===== config.mk =====
export PLATFORM = sky130hd
export DESIGN_NAME = reg_write_arbiter
export DESIGN_NICKNAME = d
export VERILOG_FILES = /design/src/rtl/cpu_pkg.sv /design/src/rtl/reg_write_arbiter_rr_pick.sv /design/src/rtl/reg_write_arbiter.sv
export SDC_FILE = /design/constraint.sdc
export NUM_CORES = 1
export LEC_CHECK = 0
export CORE_ASPECT_RATIO = 1.25
export CORE_MARGIN = 1
export CORE_UTILIZATION = 37
export CTS_CLUSTER_SIZE = 40
export DETAILED_ROUTE_END_ITERATION = 10
export HOLD_SLACK_MARGIN = 0.05
export PLACE_DENSITY = 0.76
export SETUP_SLACK_MARGIN = 0.02
export SLEW_MARGIN = 10
export SYNTH_ARGS = -nofsm -noshare
export SYNTH_HDL_FRONTEND = slang
export SYNTH_SLANG_ARGS = --single-unit

===== constraint.sdc =====
create_clock -name clock -period 2.6 [get_ports clock]
set_input_delay 0.39 -clock clock [delete_from_list [all_inputs] [get_ports clock]]
set_output_delay 0.39 -clock clock [all_outputs]
set_load 0.02 [all_outputs]

===== src/rtl/cpu_pkg.sv =====
// rtl/cpu_pkg.sv - shared CPU constants: data width, register and requester indices, wrap helper
package cpu_pkg;

    localparam int DATA_W = 8;

    localparam int REG_A = 0;
    localparam int REG_B = 1;
    localparam int REG_C = 2;
    localparam int REG_D = 3;

    localparam int REQ_ALU  = 0;
    localparam int REQ_MEM  = 1;
    localparam int REQ_CTRL = 2;
    localparam int REQ_DBG  = 3;

    // Modulo-n increment by compare, so non-power-of-two counts wrap correctly.
    function automatic int unsigned rr_next(input int unsigned idx, input int unsigned n);
        return (idx == n - 1) ? 0 : idx + 1;
    endfunction

endpackage


===== src/rtl/reg_write_arbiter_rr_pick.sv =====
// rtl/reg_write_arbiter_rr_pick.sv - combinational round-robin selector, first eligible at or after ptr
module rr_pick #(
    parameter int N = 4
) (
    input  logic [N-1:0]         eligible_i,
    input  logic [$clog2(N)-1:0] ptr_i,
    output logic [$clog2(N)-1:0] g_o,
    output logic                 found_o
);
    import cpu_pkg::*;

    localparam int PTR_W = $clog2(N);

    logic [PTR_W-1:0] idx;

    always_comb begin
        g_o     = '0;
        found_o = 1'b0;
        idx     = ptr_i;
        for (int k = 0; k < N; k++) begin
            if (!found_o && eligible_i[idx]) begin
                g_o     = idx;
                found_o = 1'b1;
            end
            idx = PTR_W'(rr_next(32'(idx), N));
        end
    end

endmodule


===== src/rtl/reg_write_arbiter.sv =====
// rtl/reg_write_arbiter.sv - round-robin arbiter sharing the register bank write port
module reg_write_arbiter #(
    parameter int NUM_REQ = 4,
    parameter int NUM_REG = 4,
    parameter int DATA_W  = 8
) (
    input  logic                                 clock,
    input  logic                                 reset,
    input  logic                                 enable,
    input  logic [NUM_REQ-1:0]                   req,
    input  logic [NUM_REQ*$clog2(NUM_REG)-1:0]   req_addr,
    input  logic [NUM_REQ*DATA_W-1:0]            req_data,
    output logic [NUM_REQ-1:0]                   ack,
    output logic [DATA_W-1:0]                    wr_data,
    output logic [NUM_REG-1:0]                   wr_load,
    output logic [$clog2(NUM_REQ)-1:0]           grant_id,
    output logic                                 busy
);
    import cpu_pkg::*;

    localparam int ADDR_W = $clog2(NUM_REG);
    localparam int GID_W  = $clog2(NUM_REQ);

    logic [NUM_REQ-1:0] ack_q, ack_d;
    logic [NUM_REG-1:0] wr_load_q, wr_load_d;
    logic [DATA_W-1:0]  wr_data_q, wr_data_d;
    logic [GID_W-1:0]   grant_id_q, grant_id_d;
    logic [GID_W-1:0]   ptr_q, ptr_d;

    logic [NUM_REQ-1:0] eligible;
    logic [GID_W-1:0]   g;
    logic               found;
    logic [ADDR_W-1:0]  addr_sel;

    // A requester acked this cycle is masked so its held request is not granted twice.
    assign eligible = req & ~ack_q;

    rr_pick #(
        .N(NUM_REQ)
    ) u_pick (
        .eligible_i(eligible),
        .ptr_i     (ptr_q),
        .g_o       (g),
        .found_o   (found)
    );

    assign addr_sel = req_addr[g*ADDR_W +: ADDR_W];

    always_comb begin
        ack_d      = '0;
        wr_load_d  = '0;
        wr_data_d  = wr_data_q;
        grant_id_d = grant_id_q;
        ptr_d      = ptr_q;
        if (enable && found) begin
            ack_d[g]   = 1'b1;
            grant_id_d = g;
            wr_data_d  = req_data[g*DATA_W +: DATA_W];
            ptr_d      = GID_W'(rr_next(32'(g), NUM_REQ));
            // Indices past the bank decode to no strobe: the write is dropped but still acked.
            for (int r = 0; r < NUM_REG; r++) begin
                wr_load_d[r] = (addr_sel == ADDR_W'(r));
            end
        end
    end

    always_ff @(posedge clock) begin
        if (reset) begin
            ack_q      <= '0;
            wr_load_q  <= '0;
            wr_data_q  <= '0;
            grant_id_q <= '0;
            ptr_q      <= '0;
        end else begin
            ack_q      <= ack_d;
            wr_load_q  <= wr_load_d;
            wr_data_q  <= wr_data_d;
            grant_id_q <= grant_id_d;
            ptr_q      <= ptr_d;
        end
    end

    assign ack      = ack_q;
    assign wr_load  = wr_load_q;
    assign wr_data  = wr_data_q;
    assign grant_id = grant_id_q;
    assign busy     = |eligible;

endmodule


==> run metrics <==
Yosys top cell by area dfxtp_1; die span in y 70.8 um; Synth top area share 28.5%; relative slew slack 60.8%; Leakage 0.917 nW; hold violation total from the final report 0; WP buf/inv 1; CTS clk-pin slew, worst paths 70 ps; grt ovf 0; Syn-to-layout area delta 62.0%; Top Family by Delay on Critical Path simple AND/OR/NAND/NOR gates; Worst path depth 9; Final ANT Viol Nets 0; Mapped Cells 172; HP Class register to register; register bit total from synthesis 20; clk buf depth 2; CTS tree built; slowest stage delay, CP 410 ps; final wirelength 4.06 mm; most frequent cells in the layout clkdlybuf4s50_1, nand2_1, buf_4, dfxtp_1; Crit. End Element register; outcome finished with violations; wire length per cell 14.1 um; RePlAce Congestion 0.929; Power Density 1100 mW/mm2; Worst Skew 5.21 ps; setup violators final 0; Tmin final 2460 ps; maximum vdd drop 0.000642 V; Remaining DRCs 8; startpoint types primary input; CP required 2770 ps; adder-cell share of the synthesized area 4.46%; I/O pins 66; vias in the first global route 1539; Final Max Slew Viols 0; Final Cell Area 0.00227 mm2; Max Cap Violations 0; CP arrival 2630 ps; first-pass GRT wire length 6.73 mm; Place WS -119 ps; fin crit share 94.6%; Initial DRT Pass Iterations 7; clock sinks 20; PnR worst setup slack 141 ps; largest family of logic cells by synthesized area compound AO/OA/AOI/OAI gates; Finished Core Util 64.1%; RSZ-0062 raised after global routing no; initial antenna violation count 0; CP max FO 4; Synth Area in Simple Gates 24.0%; FF-to-FF path depth 10; DP Area 0.00223 mm2; most common cell after layout, fill and taps aside clkdlybuf4s50_1; Worst-Skew Late Latency 260 ps; TritonCTS buffer count 3; initial DRC count 84; maximum operating frequency 0.407 GHz; core area 0.00354 mm2; Worst Max-Slew Pin Slew 586 ps; Compound-Gate Fraction of Synth Area 26.4%; syn_area_per_cell 8.15 um2; Setup TNS 0 ps; CP max-delay cell clkdlybuf4s50_1; Fillers 319; routed via count 1589; Post-Synth XOR/XNOR Area 0%; pin count of the biggest net entering global routing 18; hpwl dp 3.19 mm; total power 2.51 mW; crit path kind primary input to register; Die ar. 0.00404 mm2; crit path cell chain clkdlybuf4s50_1 -> nor2b_1 -> a22oi_1 -> nand2_1 -> o31a_1 -> or2_1 -> ha_1 -> or2_2 -> a21oi_1; # rows 24; GRT Total Usage 20.9%; multiplexer area fraction after synthesis 8.56%; CTS Root Cell clkbuf_8; Die W 57.1 um; routed vias/inst 5.52; Syn Nets 224; failing checks DRC; IO buf count 65; YS warnings 0; Seq/Total Area, Yosys 28.5%; H-tree lvl count 1; Syn Std Cell Area 0.00140 mm2; Ant. Diodes 0; top cells by area, synth dfxtp_1, mux2i_1, a221o_1, nand2_1, a21oi_1; nets@finish 303; Distinct cells, synth 39; layout cells sized above 1 13.3%; hold depth 2; Initial Utilization 39.6%
## final cells by class
class	instances	area, um2	area share [%]
clock buffer	3	41.3	1.82
inverter	6	23.8	1.05
multi-input combinational	132	896	39.4
sequential	20	402	17.7
tap	39	48.8	2.15
timing repair buffer	88	861	37.9
## through the flow
| step | hold slack, ps | std cells |
|---|---|---|
| detailed placement | 446 | 285 |
| CTS | 455 | 288 |
| global placement | 441 | 285 |
| finish | 455 | 288 |
| floorplan | 459 | 172 |
| global route | 481 | 288 |
## cell usage after synthesis
| cell type | number |
|---|---|
| o21ai_0 | 3 |
| nor4bb_1 | 1 |
| a21oi_1 | 13 |
| a2111oi_0 | 1 |
| nor2_1 | 8 |
| a311oi_1 | 6 |
| or4_1 | 1 |
| mux2i_1 | 12 |
| o311ai_0 | 1 |
| o22ai_1 | 1 |
| o21ai_2 | 1 |
| nor2b_1 | 5 |
| buf_1 | 1 |
| nor3b_1 | 4 |
| a22oi_1 | 2 |
| a221o_1 | 8 |
| o31a_1 | 2 |
| buf_6 | 4 |
| clkbuf_1 | 6 |
| buf_2 | 2 |
| nand3_1 | 4 |
| nand2b_1 | 4 |
| ha_1 | 5 |
| or2_1 | 2 |
| dfxtp_1 | 20 |
| o32ai_1 | 1 |
| a211oi_1 | 8 |
| nor3_1 | 4 |
| clkinv_2 | 1 |
| and2_1 | 4 |
| inv_1 | 5 |
| a31oi_1 | 1 |
| nand2_1 | 20 |
| buf_4 | 1 |
| nand4_1 | 3 |
| a21o_1 | 1 |
| or2_2 | 2 |
| a311o_1 | 1 |
| and3_1 | 3 |
## repair_timing
action,4_1_cts,5_1_grt
setup buffers,0,0
hold buffers,0,0
resized for setup,0,1
endpoints found under the setup margin,0,4
## tightest hold or removal path, delay by kind of cell, from the launching register on
kind	cells	cell delay (ps)
DFF	1	310
and+or+nand+nor	1	50
AOI/OAI and AO/OA	1	50
## where the power goes
part           leakage (nW)  switching [mW]  internal, mW
sequential            0.164          0.0504         0.419
clock                0.0216          0.0981         0.103
combinational         0.731           0.908         0.928
## path summary, 6_finish.rpt
kind | startpoint | to | slack, ps
max | req[0] | ptr_q[1] | 140
min | wr_data[7] | wr_data[7] | 450
max reg2reg | ptr_q[0] | wr_data[6] | 160
min reg2reg | wr_data[7] | wr_data[7] | 450
## per-layer routing
metal	share of wire (%)	routed length, um	GRT usage, %	vias to the layer above
li1	-	-	-	797
met2	53	2130	39.2	50
met3	4.5	183	2.93	6
met4	0.99	40	7.05	0
met5	0	0	0	-
met1	42	1700	23.7	736
## state kept, by name, indices dropped and copies added, names as in the netlist
register / cells
grant_id: 2
wr_data: 8
wr_load: 4
ack: 4
ptr_q: 2
## cells by family (layout without fill, tap and decap cells)
kind of cell               after synthesis  in the layout
buffers and inverters                   20             97
DFF                                     20             20
and+or+nand+nor                         65             65
muxes                                   12             12
AOI/OAI and AO/OA                       50             50
adders and majority gates                5              5
No activity file was read; power rests on OpenSTA's default activity.
